### src/rtl/uart_link_pkg.sv
// Shared definitions for the UART register-write link: frame parser states
// and the frame start marker.
package uart_link_pkg;

    // Frame parser phases, in the order bytes arrive, plus the write burst
    typedef enum logic [2:0] {
        IDLE,
        ADDR,
        LEN,
        DATA,
        CHK,
        COMMIT
    } link_state_t;

    // Marker byte that opens every frame
    localparam logic [7:0] SYNC_BYTE = 8'hA5;

endpackage

### src/rtl/uart_frame_ctrl.sv
// Turns a stream of received UART bytes into register writes.
// Frames are SYNC, ADDR, LEN, DATA[LEN], CHK. The payload is held back until
// the XOR checksum passes, then replayed as a burst of consecutive writes.
// Aborted frames (bad length, bad checksum, inter-byte timeout) pulse
// frame_err and bump a saturating error counter.
module uart_frame_ctrl
    import uart_link_pkg::*;
#(
    parameter int DATA_WIDTH     = 8,
    parameter int MAX_LEN        = 4,
    parameter int TIMEOUT_CYCLES = 50_000
) (
    input  logic                  clk,
    input  logic                  reset_n,
    input  logic                  ena,
    input  logic [DATA_WIDTH-1:0] rx_data,
    input  logic                  rx_valid,
    output logic                  rx_ready,
    output logic                  wr_en,
    output logic [7:0]            wr_addr,
    output logic [DATA_WIDTH-1:0] wr_data,
    output logic                  frame_ok,
    output logic                  frame_err,
    output logic [7:0]            err_cnt
);

    localparam int IDX_W = $clog2(MAX_LEN) + 1;
    localparam int GAP_W = $clog2(TIMEOUT_CYCLES) + 1;
    localparam int SEL_W = (MAX_LEN > 1) ? $clog2(MAX_LEN) : 1;

    link_state_t state;
    link_state_t next_state;

    logic [IDX_W-1:0]      idx;
    logic [IDX_W-1:0]      len;
    logic [GAP_W-1:0]      gap;
    logic [7:0]            addr;
    logic [DATA_WIDTH-1:0] chk;
    logic [DATA_WIDTH-1:0] buffer [MAX_LEN];

    logic                  accept;
    logic                  in_frame;
    logic                  gap_expired;
    logic                  len_bad;
    logic                  at_last;
    logic                  abort;
    logic [SEL_W-1:0]      sel;

    // State register; the parser only moves on enabled cycles
    always_ff @(posedge clk or negedge reset_n) begin
        if (!reset_n) begin
            state <= IDLE;
        end else if (ena) begin
            state <= next_state;
        end
    end

    // Next-state decode plus the handshake, write burst and error strobes
    always_comb begin
        next_state  = state;
        rx_ready    = ~reset_n | (ena & (state != COMMIT));
        accept      = ena & rx_valid & rx_ready;
        in_frame    = (state == ADDR) || (state == LEN) ||
                      (state == DATA) || (state == CHK);
        gap_expired = ena && in_frame && !accept &&
                      (gap == GAP_W'(TIMEOUT_CYCLES - 1));
        len_bad     = (rx_data == '0) || (rx_data > DATA_WIDTH'(MAX_LEN));
        at_last     = (idx == len - IDX_W'(1));
        sel         = idx[SEL_W-1:0];
        abort       = gap_expired;
        wr_en       = 1'b0;
        wr_addr     = 8'h00;
        wr_data     = '0;
        frame_ok    = 1'b0;
        frame_err   = 1'b0;

        case (state)
            IDLE: begin
                if (accept && (rx_data == DATA_WIDTH'(SYNC_BYTE))) begin
                    next_state = ADDR;
                end
            end
            ADDR: begin
                if (accept) begin
                    next_state = LEN;
                end
            end
            LEN: begin
                if (accept) begin
                    if (len_bad) begin
                        abort = 1'b1;
                    end else begin
                        next_state = DATA;
                    end
                end
            end
            DATA: begin
                if (accept && at_last) begin
                    next_state = CHK;
                end
            end
            CHK: begin
                if (accept) begin
                    if ((chk ^ rx_data) == '0) begin
                        next_state = COMMIT;
                    end else begin
                        abort = 1'b1;
                    end
                end
            end
            COMMIT: begin
                if (ena) begin
                    wr_en   = 1'b1;
                    wr_addr = addr + 8'(idx);
                    wr_data = buffer[sel];
                    if (at_last) begin
                        frame_ok   = 1'b1;
                        next_state = IDLE;
                    end
                end
            end
            default: begin
                next_state = IDLE;
            end
        endcase

        if (abort) begin
            next_state = IDLE;
            frame_err  = 1'b1;
        end
    end

    // Frame datapath: header capture, payload buffer, running checksum,
    // byte index, inter-byte gap timer and the error counter
    always_ff @(posedge clk or negedge reset_n) begin
        if (!reset_n) begin
            idx     <= '0;
            len     <= '0;
            gap     <= '0;
            addr    <= 8'h00;
            chk     <= '0;
            err_cnt <= 8'h00;
            for (int i = 0; i < MAX_LEN; i++) begin
                buffer[i] <= '0;
            end
        end else if (ena) begin
            if (abort && (err_cnt != 8'hFF)) begin
                err_cnt <= err_cnt + 8'd1;
            end

            if (abort || accept || !in_frame) begin
                gap <= '0;
            end else begin
                gap <= gap + GAP_W'(1);
            end

            case (state)
                IDLE: begin
                    idx <= '0;
                end
                ADDR: begin
                    if (accept) begin
                        addr <= rx_data[7:0];
                        chk  <= rx_data;
                    end
                end
                LEN: begin
                    if (accept) begin
                        len <= IDX_W'(rx_data);
                        chk <= chk ^ rx_data;
                        idx <= '0;
                    end
                end
                DATA: begin
                    if (accept) begin
                        buffer[sel] <= rx_data;
                        chk         <= chk ^ rx_data;
                        idx         <= at_last ? '0 : idx + IDX_W'(1);
                    end
                end
                COMMIT: begin
                    idx <= at_last ? '0 : idx + IDX_W'(1);
                end
                default: begin
                end
            endcase
        end
    end

endmodule

### config.mk
export PLATFORM = sky130hd
export DESIGN_NAME = uart_frame_ctrl
export DESIGN_NICKNAME = d
export VERILOG_FILES = /design/src/rtl/uart_link_pkg.sv /design/src/rtl/uart_frame_ctrl.sv
export SDC_FILE = /design/constraint.sdc
export NUM_CORES = 1
export LEC_CHECK = 0
export ABC_AREA = 1
export ABC_CLOCK_PERIOD_IN_PS = 2900
export BUFFER_PORTS_ARGS = -buffer_cell sky130_fd_sc_hd__buf_2
export CAP_MARGIN = 5
export CORE_MARGIN = 10
export CORE_UTILIZATION = 50
export CTS_BUF_LIST = sky130_fd_sc_hd__clkbuf_8
export DETAILED_ROUTE_END_ITERATION = 7
export GPL_TIMING_DRIVEN = 0
export PLACE_DENSITY = 0.69
export REMOVE_ABC_BUFFERS = 1
export SYNTH_ARGS = -nofsm -noshare
export SYNTH_HDL_FRONTEND = slang
export SYNTH_SLANG_ARGS = --single-unit
### constraint.sdc
create_clock -name clk -period 2.9 [get_ports clk]
set_input_delay 0.58 -clock clk [delete_from_list [all_inputs] [get_ports clk]]
set_output_delay 0.58 -clock clk [all_outputs]
set_load 0.03 [all_outputs]
==> results of run 1 <==
what timing repair did:
action                                  4_1_cts  5_1_grt
buffers inserted                              2        4
pin swaps                                     0        1
endpoints found under the setup margin       12        3
gates resized for setup                       5        6
gates cloned                                  0        0
hold endpoints to repair                      0        0
layout make-up:
class                           instances  area (um2)  share of cell area, %
Sequential cell                        82        2061                  40.21
Tap cell                              108       135.1                  2.637
Clock inverter                          6       81.33                  1.587
Multi-Input combinational cell        446        2248                  43.87
Clock buffer                           10       137.6                  2.686
Timing Repair Buffer                   46       267.8                  5.225
Inverter                               51       193.9                  3.784
state kept, by name (all words and copies together), names as in the netlist:
name / cells
len: 3
buffer: 32
addr: 8
gap: 17
err_cnt: 8
state: 3
chk: 8
idx: 3
metal layers:
metal | wire (um) | up-vias | share of wire (%)
li1 | - | 2008 | -
met1 | 5121 | 1894 | 48
met2 | 4726 | 108 | 45
met3 | 622 | 11 | 5.9
met4 | 133 | 0 | 1.3
met5 | 0 | - | 0
final timing paths:
path                                   end       from  depth (start not counted)
worst min-delay path            buffer[31]    reset_n                          1
worst min register to register   buffer[2]  buffer[2]                          2
worst max register to register  buffer[10]     idx[0]                          6
min in group clk                 buffer[2]  buffer[2]                          2
max in group asynchronous           idx[1]    reset_n                          2
worst max-delay path            wr_addr[6]     idx[0]                          9
metrics by stage:
stage               cell area (um2)  setup TNS (ps)  setup WS (ps)
floorplan                      4474               0          72.67
global placement               4805          -22350         -804.8
detailed placement             4827               0          38.87
CTS                            5074               0          59.87
global route                   5125          -9.909         -9.909
finish                         5125               0          133.6
worst max-delay path: cells and delay by family (launching register included):
kind	cells	cell delay, ps
buffers and inverters	2	250
AND/OR/NAND/NOR	4	420
adder cells (fa/ha/maj)	2	600
flip-flops	1	500
AO/OA/AOI/OAI	1	70
cell families after synthesis:
| family | count (synthesis) | share of synthesized area (%) |
|---|---|---|
| flip-flops | 82 | 44.98 |
| AND/OR/NAND/NOR | 309 | 29.21 |
| buffers and inverters | 67 | 6.171 |
| XOR/XNOR | 16 | 3.072 |
| adder cells (fa/ha/maj) | 11 | 3.182 |
| AO/OA/AOI/OAI | 110 | 13.38 |
power by group through the flow:
stage                     sequential [mW]  combinational, mW  clock [mW]
final                                1.21              0.258       0.923
after global routing                 1.22              0.292       0.993
after CTS                            1.21              0.263       0.932
after detailed placement             1.24              0.261           0
after global placement               1.23              0.253           0
after floorplan                      1.28              0.116           0
cell usage in the layout, fill, tap and decap left out, types with 3 or more instances in the layout:
cell type / count
sky130_fd_sc_hd__nor3_1: 9
sky130_fd_sc_hd__nand3_1: 29
sky130_fd_sc_hd__inv_2: 5
sky130_fd_sc_hd__buf_4: 9
sky130_fd_sc_hd__nand2_1: 172
sky130_fd_sc_hd__xor2_1: 10
sky130_fd_sc_hd__nor2_4: 3
sky130_fd_sc_hd__buf_2: 36
sky130_fd_sc_hd__o21ai_2: 8
sky130_fd_sc_hd__dfrtp_1: 79
sky130_fd_sc_hd__nand4_1: 9
sky130_fd_sc_hd__a21oi_1: 19
sky130_fd_sc_hd__o211ai_1: 8
sky130_fd_sc_hd__o21ai_0: 70
sky130_fd_sc_hd__ha_1: 9
sky130_fd_sc_hd__inv_1: 45
sky130_fd_sc_hd__clkbuf_8: 10
sky130_fd_sc_hd__nor2_2: 6
sky130_fd_sc_hd__nand2_2: 3
sky130_fd_sc_hd__nor2_1: 67
sky130_fd_sc_hd__xnor2_1: 6
cell usage after synthesis, types with 2 or more instances:
library cell               count  share of area, %
sky130_fd_sc_hd__and3_1        2              0.27
sky130_fd_sc_hd__nor2_4        3              0.74
sky130_fd_sc_hd__nor2_1       67               5.5
sky130_fd_sc_hd__nor3_1        9              0.99
sky130_fd_sc_hd__inv_1        43               3.5
sky130_fd_sc_hd__nor2_2        6              0.82
sky130_fd_sc_hd__o211ai_1      8               1.3
sky130_fd_sc_hd__nand4_1       9               1.2
sky130_fd_sc_hd__o21ai_2       8               1.5
sky130_fd_sc_hd__inv_2         5              0.41
sky130_fd_sc_hd__clkinv_1      2              0.16
sky130_fd_sc_hd__nand2_4       2              0.49
sky130_fd_sc_hd__buf_6         2              0.49
sky130_fd_sc_hd__a21oi_1      19               2.1
sky130_fd_sc_hd__nand2_1     172                14
sky130_fd_sc_hd__nand2_2       3              0.41
sky130_fd_sc_hd__xnor2_1       6               1.2
sky130_fd_sc_hd__nand3_1      29               3.2
sky130_fd_sc_hd__buf_2        10               1.1
sky130_fd_sc_hd__clkbuf_1      3              0.25
sky130_fd_sc_hd__ha_1         10               2.7
sky130_fd_sc_hd__xor2_1       10               1.9
sky130_fd_sc_hd__dfrtp_1      82                45
sky130_fd_sc_hd__o21ai_0      70               7.7
==> impl.org, run 1 <==
** Job
- Max-cap violations :: 0

** STA
- The final-report max-slew violation count was 0.
- Hold Slack :: 200.6 ps
- For the final database, setup skew stands at 14.42 ps.
- Remaining max-slew budget at the tightest pin :: 56.25%
- Share of the cycle needed by the critical path after routing :: 95.39%
- Derived from the worst setup path, the maximum achievable clock frequency is 0.3615 GHz.
- Number of hold violations in the final report :: 0
- Setup violations remaining at the end of the flow were counted as 0.
- For the finished layout, the period the worst path requires is 2766 ps.
- At the pin with the least slew margin, the transition time is 656.2 ps.

** Global route
- Global-route layer with the greatest usage :: met2
- First-pass GRT wire length :: 18.23 mm
- Met1 capacity usage during global routing :: 23.19%
- Gr usage total :: 16.82%
- The number of antenna violations at the first check in global routing is 0.
- Overflow after GRT :: 0
- The number of global-route vias before repair came to 3840.
- Entering global routing, the biggest net connects 43 pins.
- Global routing usage on met3 :: 4.238%
- For met2 alone, demand over resource in global routing was 24.98%.

** Die
- For this design the top-level I/O count stands at 40.
- X dimension of the die :: 115.5 um
- Effective utilization at floorplan :: 51.80%
- The floorplan has 34 rows.
- The floorplan step defined a core boundary enclosing 8806 um2.
- Overall die area :: 13340 um2
- Measured along the y axis, the die boundary spans 115.5 um.

** Cells and area
- The net count of the finished layout is 659.
- Diode insertion count for antenna repair :: 0
- Ratio of cells with drive above 1 in the final layout :: 15.29%
- Compared with the post-synthesis result, the final layout area differs by 12.34%.
- The count of cells in the finished layout, fillers not included, comes to 749.
- At the end of the flow the core is filled with cells to 58.20%.
- Fillers :: 823

** Clocking
- CTS H-tree lvls :: 3
- The tree built by TritonCTS fans out to 82 sinks.
- Counting the buffers created by CTS gives 9.
- In this run the clock root is driven by a sky130_fd_sc_hd__clkbuf_8.
- CTS Buffer Depth :: 2
- Count of hold-fix buffers inserted at cts :: 0
- After clock tree synthesis, the clock-pin slew on the worst setup and hold paths is 90 ps.
- Clock Latency Late Sink :: 360 ps
- CTS tree :: yes

** Pwr
- Switching share of power :: 26.75%
- IR Drop Worst-Case VDD :: 0.3582 mV
- Leak :: 2.469 nW
- Sequential power share :: 50.7%
- Post-route total power :: 2.394 mW
- Portion of total power attributed to combinational logic :: 10.8%
- Internal power comes to 1.753 mW.
- Of the total power, the clock network draws 38.6%.
- Net switching power of the design :: 0.6405 mW
- Power density relative to cell area :: 467.1 nW/um2

** Detailed routing
- After detailed routing, the total wire length is 10.60 mm.
- The count of nets left with antenna violations once routing finished came out at 0.
- For this block, the via count after detailed routing is 4021.
- In the routed layout, each cell is associated on average with a via count of 5.368.
- In the final routed layout, each cell accounts on average for 14.16 um.
- After detailed routing, the number of remaining DRC violations is 0.
- DR iter-0 viols :: 311
- Pre-antenna DRT Iters :: 6

** Synth
- For this run, the number of Yosys warnings is 0.
- Post-Syn Area :: 4562 um2
- Yosys mapped a number of flops with a built-in enable equal to 0.
- Average cell area after synthesis :: 7.667 um2
- For this run, the register share of the synthesized area comes to 44.98%.
- Flip-flop and latch count after synthesis :: 82
- Among all flip-flop cells after synthesis, the most frequent one is sky130_fd_sc_hd__dfrtp_1.
- Counting every instance in the synthesized netlist gives 595.
- The synthesized netlist contains 39 unique library cells.
- Synth async-reset ratio :: 100.0%

** Place
- Number of instances in the placed design :: 727
- The congestion estimate from routability-driven global placement came to 0.8235.
- Estimated wirelength of the detail-placed design :: 7.431 mm
- Total of buffers placed on input and output ports :: 39

** Critical path
- Critical path startpoint category :: register
- Type of the setup path with the least slack :: register to output pin
- Largest driver fanout on the critical path :: 3
- In this run the register-to-register setup slack is 740 ps.
- Sort of element at the end of the critical path :: output pin
- WP data required :: 2320 ps
- The slowest stage of the critical path belongs to the cell sky130_fd_sc_hd__dfrtp_4.
- Walking the worst path, the cells encountered are ha_1 > fa_2 > nand2_1 > a21oi_1 > inv_1 > nor2_1 > and3_1 > nor3_1 > buf_4.
- In this design, the stage delay of the slowest critical-path cell is 500 ps.
- For the worst setup path, the data arrival time is 2190 ps.

** Min path
- In this run the worst hold path is classified as input port to async pin.

** Run status
- Outcome :: completed
(Power assumes the default switching activity.)
==> run 2: changes to the inputs <==
--- a/config.mk
+++ b/config.mk
@@ -5,7 +5,6 @@
 export SDC_FILE = /design/constraint.sdc
 export NUM_CORES = 1
 export LEC_CHECK = 0
-export ABC_AREA = 1
 export ABC_CLOCK_PERIOD_IN_PS = 2900
 export BUFFER_PORTS_ARGS = -buffer_cell sky130_fd_sc_hd__buf_2
 export CAP_MARGIN = 5
==> run 2 against run 1 <==
  * Clock power fell by 7.8%
  * Total power is 49% higher
  * Cell count down 27%
  * Flip-flop and latch count did not move
  * Register-to-register slack lost 400 ps
  * Hold slack worse by 63 ps
  * Largest cell class unchanged
==> impl.org, run 2 <==
** Run status
- Outcome :: completed

** Clocking
- Clock Latency Late Sink :: 350 ps
- TritonCTS built the clock tree.
- After clock tree synthesis, the clock-pin slew on the worst setup and hold paths is 90 ps.
- TritonCTS created 9 clock buffers.
- Buffers inserted to repair hold after CTS numbered 0.
- CTS Buffer Depth :: 2
- CTS H-tree lvls :: 3
- The clock drives 82 sinks.
- Clock tree root driver cell :: sky130_fd_sc_hd__clkbuf_8

** Detailed routing
- DR iter-0 viols :: 172
- The detailed router placed 3057 vias in this run.
- Via/cell ratio :: 5.609
- In the final routed layout, each cell accounts on average for 16.82 um.
- The final layout contains routed wiring with a total length of 9.165 mm.
- Count of unresolved DRC violations after routing :: 0
- The first TritonRoute pass finished after 4 iterations.
- The detail route stage leaves a number of antenna-violating nets equal to 0.

** Critical path
- Along the worst path, the maximum fanout reaches 13.
- The critical path in this run is classified as register to output pin.
- In this run the critical register-to-register path is captured at err_cnt[5].
- STA classifies the critical path endpoint as an output pin.
- In this run the critical register-to-register path is launched from state[0].
- In this run the register-to-register setup slack is 340 ps.
- Worst Path Arrival :: 2260 ps
- STA puts the critical path data required time at 2320 ps.
- Following the worst setup path forward leads to its endpoint at frame_err.
- STA classifies the critical path startpoint as a register.
- Crit path launch :: state[0]
- The worst register-to-register path has a depth of 7.

** Cells and area
- Ratio of cells with drive above 1 in the final layout :: 28.83%
- For this run, the post-layout net count is 455.
- The library cell used most frequently in the layout, excluding fill and tap cells, is sky130_fd_sc_hd__dfrtp_1.
- 0 antenna diodes ended up in the layout.
- Summing all multi-input logic gate instances after layout gives 2231 um2.
- The register with the most flip-flops in the final layout is buffer.
- The largest registers in the layout are buffer: 32 flops, gap: 17 flops.
- Measured on the finished design, the core utilization comes to 56.98%.
- Area Overhead vs Synth :: 11.51%
- Number of flip-flops in the largest register :: 32
- Fillers :: 725
- Most used cells in the layout excluding fill and tap cells :: 78 x sky130_fd_sc_hd__dfrtp_1, 44 x sky130_fd_sc_hd__mux2_2, 38 x sky130_fd_sc_hd__buf_2, 36 x sky130_fd_sc_hd__nor2_1, 33 x sky130_fd_sc_hd__xor2_1
- Seq. cell area :: 2062 um2

** Synth
- Summing the areas of all and, or, nand and nor instances in the mapped netlist gives 14.49% of the synthesized area.
- Number of distinct library cells after synthesis :: 44
- Flip-flop and latch count after synthesis :: 82
- Among all cell types in the netlist, the one instantiated most often is sky130_fd_sc_hd__dfrtp_1.
- The synthesized netlist devotes 8.648% of its cell area to XOR and XNOR gates.
- Cell types with the largest area share after synthesis :: sky130_fd_sc_hd__dfrtp_1 46%, sky130_fd_sc_hd__mux2_2 11%, sky130_fd_sc_hd__xor2_1 6.5%
- During synthesis, Yosys emitted a total of 0 warnings.
- Compound-cell area share of the yosys netlist :: 6.408%
- Dividing the synthesized area by the synthesized cell count gives 11.09 um2.
- Post-Syn Area :: 4413 um2
- For this run, the register share of the synthesized area comes to 46.50%.
- In the synthesized netlist, the cells that appear most often are 82 x sky130_fd_sc_hd__dfrtp_1, 44 x sky130_fd_sc_hd__mux2_2, 37 x sky130_fd_sc_hd__nor2_1, 33 x sky130_fd_sc_hd__xor2_1, 32 x sky130_fd_sc_hd__nand2_1.
- Summed over all instances, the cell type with the most area after synthesis is sky130_fd_sc_hd__dfrtp_1.
- Predominant post-synthesis flop cell :: sky130_fd_sc_hd__dfrtp_1
- Counting flops with a built-in enable in the synthesized netlist gives 0.
- Summing the areas of all fa, ha and maj instances in the mapped netlist gives 3.289% of the synthesized area.
- The portion of synthesized area spent on multiplexers is 17.35%.
- Fraction of post-synthesis cell area in the top cell type by area :: 46.50%
- Synth async-reset ratio :: 100.0%
- Post-synthesis instance total :: 398
- Main combinational cell family by area after synthesis :: multiplexers

** Pwr
- In this run switching power makes up 34.35% of total power.
- Registers are responsible for 46.6% of the overall power.
- IR Drop Worst-Case VDD :: 0.3816 mV
- Net switching power of the design :: 1.229 mW
- Dividing total power by cell area gives a power density of 727.1 nW/um2.
- The internal power of the cells totals 2.349 mW.
- Clock power share :: 23.8%
- In this run the static leakage power is 2.378 nW.
- Portion of total power attributed to combinational logic :: 29.6%

** Place
- Gp weighted congestion :: 0.7732
- The HPWL after detailed placement is 6.224 mm.
- Buffers placed on the I/O ports in this run total 39.

** Job
- Max-cap violations :: 0

** STA
- At the pin with the least slew margin, the transition time is 1119 ps.
- Static timing analysis puts the maximum clock frequency at 0.3519 GHz.
- Final Skew :: 8.677 ps
- The hold violation count in the final report was 0.
- Final period demand of the worst path :: 2841 ps
- Setup repair after global routing could not meet its margin everywhere.
- Max-slew violation total from the final report :: 0
- Headroom to the max-slew limit came out at 25.19%.
- Of the available clock period, the critical path in the final layout requires 97.98%.
- After routing, the total negative slack on setup checks comes to 0 ps.
- Setup violations remaining at the end of the flow were counted as 0.

** Die
- 40 I/O pins were placed.
- DIE HEIGHT :: 113.9 um
- Count of standard-cell rows :: 34
- X dimension of the die :: 113.9 um
- Core region area :: 8636 um2
- The initial utilization of the core area, before any placement, comes to 51.10%.
- Overall die area :: 12980 um2

** Global route
- Overflow after GRT :: 0
- The first global-routing pass estimated 15.74 mm of wire.
- The number of global-route vias before repair came to 3117.
- Entering global routing, the biggest net connects 59 pins.
- Number of antenna violations at the first check in global routing :: 0
- Gr usage total :: 14.69%

** Min path
- The path class of the tightest hold or removal check is input port to async pin.
==> run 2: cell types whose count changed after synthesis, sizes merged, moves of 8 or more <==
| cell | previous run | this run |
|---|---|---|
| xor2 | 10 | 33 |
| nand2 | 177 | 32 |
| clkbuf | 3 | 16 |
| mux2 | 0 | 44 |
| mux2i | 0 | 9 |
| o21ai | 79 | 7 |
| mux4 | 0 | 8 |
| nand3 | 30 | 12 |
| and3 | 2 | 13 |
| buf | 13 | 5 |
| nor2 | 76 | 37 |
| o211ai | 8 | 0 |
| inv | 49 | 9 |
==> run 2: cell type report <==
| cell class | instances | area share [%] |
|---|---|---|
| multi-input cells | 286 | 45.33 |
| flip-flops and latches | 82 | 41.90 |
| repair buffers | 44 | 5.187 |
| clock buffers | 10 | 2.797 |
| well taps | 108 | 2.746 |
| clock inverters | 6 | 1.348 |
| inverters | 9 | 0.6865 |
==> run 2: worst min-delay path by stage <==
stage | slack, ps | depth (start not counted) | to
floorplan | 280 | 0 | addr[0]
global placement | 480 | 1 | err_cnt[7]
detailed placement | 490 | 1 | buffer[9]
CTS | 140 | 1 | buffer[29]
global route | 150 | 1 | buffer[5]
finish | 140 | 1 | gap[5]
==> run 2: cells by family after synthesis <==
logic type | count (synthesis)
buffers and inverters | 30
AO/OA/AOI/OAI | 43
AND/OR/NAND/NOR | 129
flip-flops | 82
XOR/XNOR | 42
multiplexers | 61
adder cells (fa/ha/maj) | 11
==> run 2: per-stage QoR <==
| stage | power, mW | area (um2) | hold slack, ps | worst slack, ps | cells |
|---|---|---|---|---|---|
| global route | 3.824 | 4921 | 146.4 | -36.38 | 545 |
| floorplan | 2.440 | 4300 | 284.4 | 277.4 | 377 |
| detailed placement | 2.735 | 4666 | 487.8 | -159.6 | 525 |
| finish | 3.578 | 4921 | 137.7 | 58.51 | 545 |
| CTS | 3.599 | 4896 | 144.7 | -4.504 | 542 |
| global placement | 2.673 | 4631 | 481.1 | -628.0 | 524 |
==> run 2: worst max-delay path: stages, from the launching register on <==
cell,delay (ps)
sky130_fd_sc_hd__dfrtp_1,530
sky130_fd_sc_hd__and3b_2,380
sky130_fd_sc_hd__a21o_1,270
sky130_fd_sc_hd__o31ai_4,460
sky130_fd_sc_hd__inv_1,70
sky130_fd_sc_hd__buf_2,190
==> run 2: layer usage <==
metal | vias to the layer above | part of all wire, % | GRT usage, %
met5 | - | 0 | 0
met4 | 0 | 0.84 | 3.759
met3 | 12 | 4.1 | 4.147
met2 | 40 | 48 | 23.20
met1 | 1544 | 47 | 19.38
li1 | 1461 | - | -
==> run 2: repair_timing <==
item	in CTS	in global routing
setup endpoints to repair	8	3
resized for setup	7	1
buffers inserted	1	3
pin swaps	1	1
==> run 2: power groups by stage <==
| stage | Sequential (mW) | Clock (mW) | Combinational (mW) |
|---|---|---|---|
| 2_1_floorplan | 1.69 | 0 | 0.750 |
| 5_1_grt | 1.71 | 0.920 | 1.19 |
| 3_5_place_dp | 1.70 | 0 | 1.04 |
| 6_report | 1.67 | 0.851 | 1.06 |
| 4_1_cts | 1.67 | 0.868 | 1.06 |
| 3_3_place_gp | 1.68 | 0 | 0.994 |
==> run 3: changes to the inputs <==
--- a/config.mk
+++ b/config.mk
@@ -9,11 +9,11 @@
 export BUFFER_PORTS_ARGS = -buffer_cell sky130_fd_sc_hd__buf_2
 export CAP_MARGIN = 5
 export CORE_MARGIN = 10
-export CORE_UTILIZATION = 50
+export CORE_UTILIZATION = 45
 export CTS_BUF_LIST = sky130_fd_sc_hd__clkbuf_8
+export CTS_CLUSTER_SIZE = 28
 export DETAILED_ROUTE_END_ITERATION = 7
 export GPL_TIMING_DRIVEN = 0
-export PLACE_DENSITY = 0.69
 export REMOVE_ABC_BUFFERS = 1
 export SYNTH_ARGS = -nofsm -noshare
 export SYNTH_HDL_FRONTEND = slang
==> run 3 against run 2 <==
  * Cell count rose by 4.2%
  * Non-clock buffer count down 2
  * Total power is 3.0% lower
  * Highest routed layer unchanged
==> impl.org, run 3 (synthesis results as in run 2) <==
** Die
- Core region area :: 9684 um2
- DIE HEIGHT :: 119.0 um
- The floorplan step defined a die boundary enclosing 14170 um2.
- In this run the count of I/O pins placed on the die edge is 40.
- The die is 119.0 um wide.
- Count of standard-cell rows :: 36
- Once the floorplan was initialized, standard cells occupied 45.57% of the core.

** Critical path
- The critical path goes through ha_1 > fa_1 > a21oi_2 > nor2b_1 > nand3_1 > xor2_1 > nor2_1 > buf_2.
- The largest single stage delay on the critical path is 490 ps.
- Worst Path Arrival :: 2170 ps
- Along the worst path, the maximum fanout reaches 2.
- At the worst endpoint, the required time is 2320 ps.
- Sort of element at the end of the critical path :: output pin
- The largest individual stage delay along the critical path comes from the cell sky130_fd_sc_hd__dfrtp_4.
- Cell family contributing the most delay on the critical path :: adder cells
- The critical path is of the register to output pin type.
- STA classifies the critical path startpoint as a register.
- Count of buffering cells on the critical path with inverters included :: 1

** Global route
- Global routing used 13.61% of the available tracks.
- Overflow after GRT :: 0
- The first global-routing pass estimated 15.90 mm of wire.
- Entering global routing, the biggest net connects 45 pins.
- The number of antenna violations at the first check in global routing came to 0.
- The number of global-route vias before repair was 3146.

** Cells and area
- Ratio of cells with drive above 1 in the final layout :: 29.20%
- More flip-flops sit in one register than any other, and that register is buffer.
- Largest registers :: buffer: 32 flops, gap: 17 flops
- Final layout net count :: 453
- Diode insertion count for antenna repair :: 0
- Compared with the post-synthesis result, the final layout area differs by 11.57%.
- Post-layout instance count excluding filler cells :: 568
- Fillers :: 888
- Most used cells in the layout excluding fill and tap cells :: 79 x sky130_fd_sc_hd__dfrtp_1, 44 x sky130_fd_sc_hd__mux2_2, 37 x sky130_fd_sc_hd__buf_2, 36 x sky130_fd_sc_hd__nor2_1, 33 x sky130_fd_sc_hd__xor2_1
- For this run, the share of the core covered by cells in the final layout is 50.84%.
- The library cell used most frequently in the layout, excluding fill and tap cells, is sky130_fd_sc_hd__dfrtp_1.
- The register with the most flip-flops in the layout has 32 of them.

** Clocking
- Number of clock sinks :: 82
- Clock-pin slew was measured on the worst setup and hold paths at 90 ps.
- In this run, CTS created clock tree buffers numbering 9.
- TritonCTS built the clock tree.
- For this design, the CTS-stage hold fixing added 0 buffers.
- The clock reaches the later pin of the worst-skew pair after 350 ps.
- The H-tree was split into 3 levels.
- In this run the deepest clock path goes through 2 buffers.
- Clock tree root driver cell :: sky130_fd_sc_hd__clkbuf_8

** Job
- Max-cap violations :: 0

** Pwr
- Summing internal, switching and leakage power gives 3.472 mW.
- IR Drop Worst-Case VDD :: 0.3306 mV
- For this design the static power due to leakage is 2.357 nW.
- For this design the ratio of total power to cell area is 705.2 nW/um2.

** STA
- Total negative slack for setup checks :: 0 ps
- Number of hold violations in the final report :: 0
- Timing would allow up to 0.3643 GHz.
- Final Skew :: 12.12 ps
- For the finished layout, the period the worst path requires is 2745 ps.
- Setup Viol. Count Final :: 0
- Hold Slack :: 208.1 ps
- Slew at the pin with the worst max-slew slack :: 1016 ps
- The final-report max-slew violation count was 0.
- Setup repair after global routing left no endpoint under its margin.
- The worst path uses 94.66% of the clock period.
- Remaining max-slew budget at the tightest pin :: 32.03%

** Detailed routing
- In the final routed layout, each cell accounts on average for 16.48 um.
- After the first detailed-routing iteration, the DRC count stood at 190.
- Via/cell ratio :: 5.285
- Antenna-violating nets left :: 0
- Routed vias :: 3002
- Pre-antenna DRT Iters :: 4
- After detailed routing, the total wire length is 9.360 mm.
- After detailed routing, the number of remaining DRC violations is 0.

** Min path
- Type of the most critical hold path :: input port to async pin

** Place
- At the end of routability-driven placement, the weighted congestion stood at 0.7957.
- Total of buffers placed on input and output ports :: 39
- Number of instances in the placed design :: 550
- Detailed placement finished with a half-perimeter wire length of 6.375 mm.

** Run status
- Outcome :: completed
==> run 3: changes by cell type in the layout (fill, tap and decap cells not counted), moves of 2 or more <==
cell / change
sky130_fd_sc_hd__clkinv_2: +2
sky130_fd_sc_hd__a21oi_1: -2
sky130_fd_sc_hd__a21oi_2: +2
sky130_fd_sc_hd__buf_4: -2
==> run 3: path summary, 6_finish.rpt <==
kind	startpoint	end	slack [ps]	depth (start not counted)
max	idx[0]	wr_addr[6]	150	8
max in group asynchronous	reset_n	chk[1]	2060	2
min	reset_n	gap[2]	210	1
min in group clk	err_cnt[7]	err_cnt[7]	500	1
max reg2reg	state[1]	gap[15]	340	6
min reg2reg	err_cnt[7]	err_cnt[7]	500	1
==> run 3: timing repair <==
item                                    CTS  global route
endpoints found under the setup margin    7            19
setup buffers                             2             0
pin swaps                                 1             2
resized for setup                         4             7
==> run 3: metal layers <==
metal,global-route usage (%),share of wire [%],vias up
met4,3.511,0.81,0
li1,-,-,1459
met3,3.307,2.6,8
met5,0,0,-
met1,17.10,47,1492
met2,22.93,50,43
==> run 3: layout make-up <==
cell class | count | area (um2) | share of cell area (%)
clock inverters | 7 | 52.55 | 1.067
repair buffers | 42 | 235.2 | 4.778
inverters | 9 | 33.78 | 0.6862
multi-input cells | 286 | 2251 | 45.72
flip-flops and latches | 82 | 2061 | 41.86
well taps | 133 | 166.4 | 3.380
clock buffers | 9 | 123.9 | 2.516
==> run 3: metrics by stage <==
| step | worst slack, ps | instance area (um2) |
|---|---|---|
| 6_report | 154.8 | 4923 |
| 5_1_grt | 17.51 | 4923 |
| 4_1_cts | 32.00 | 4895 |
| 3_5_place_dp | -188.4 | 4690 |
| 3_3_place_gp | -640.8 | 4662 |
| 2_1_floorplan | 277.4 | 4300 |
==> run 3: where the power goes <==
| group | internal (mW) | switching, mW | total, mW |
|---|---|---|---|
| sequential | 1.41 | 0.261 | 1.67 |
| clock | 0.317 | 0.437 | 0.754 |
| combinational | 0.512 | 0.534 | 1.05 |
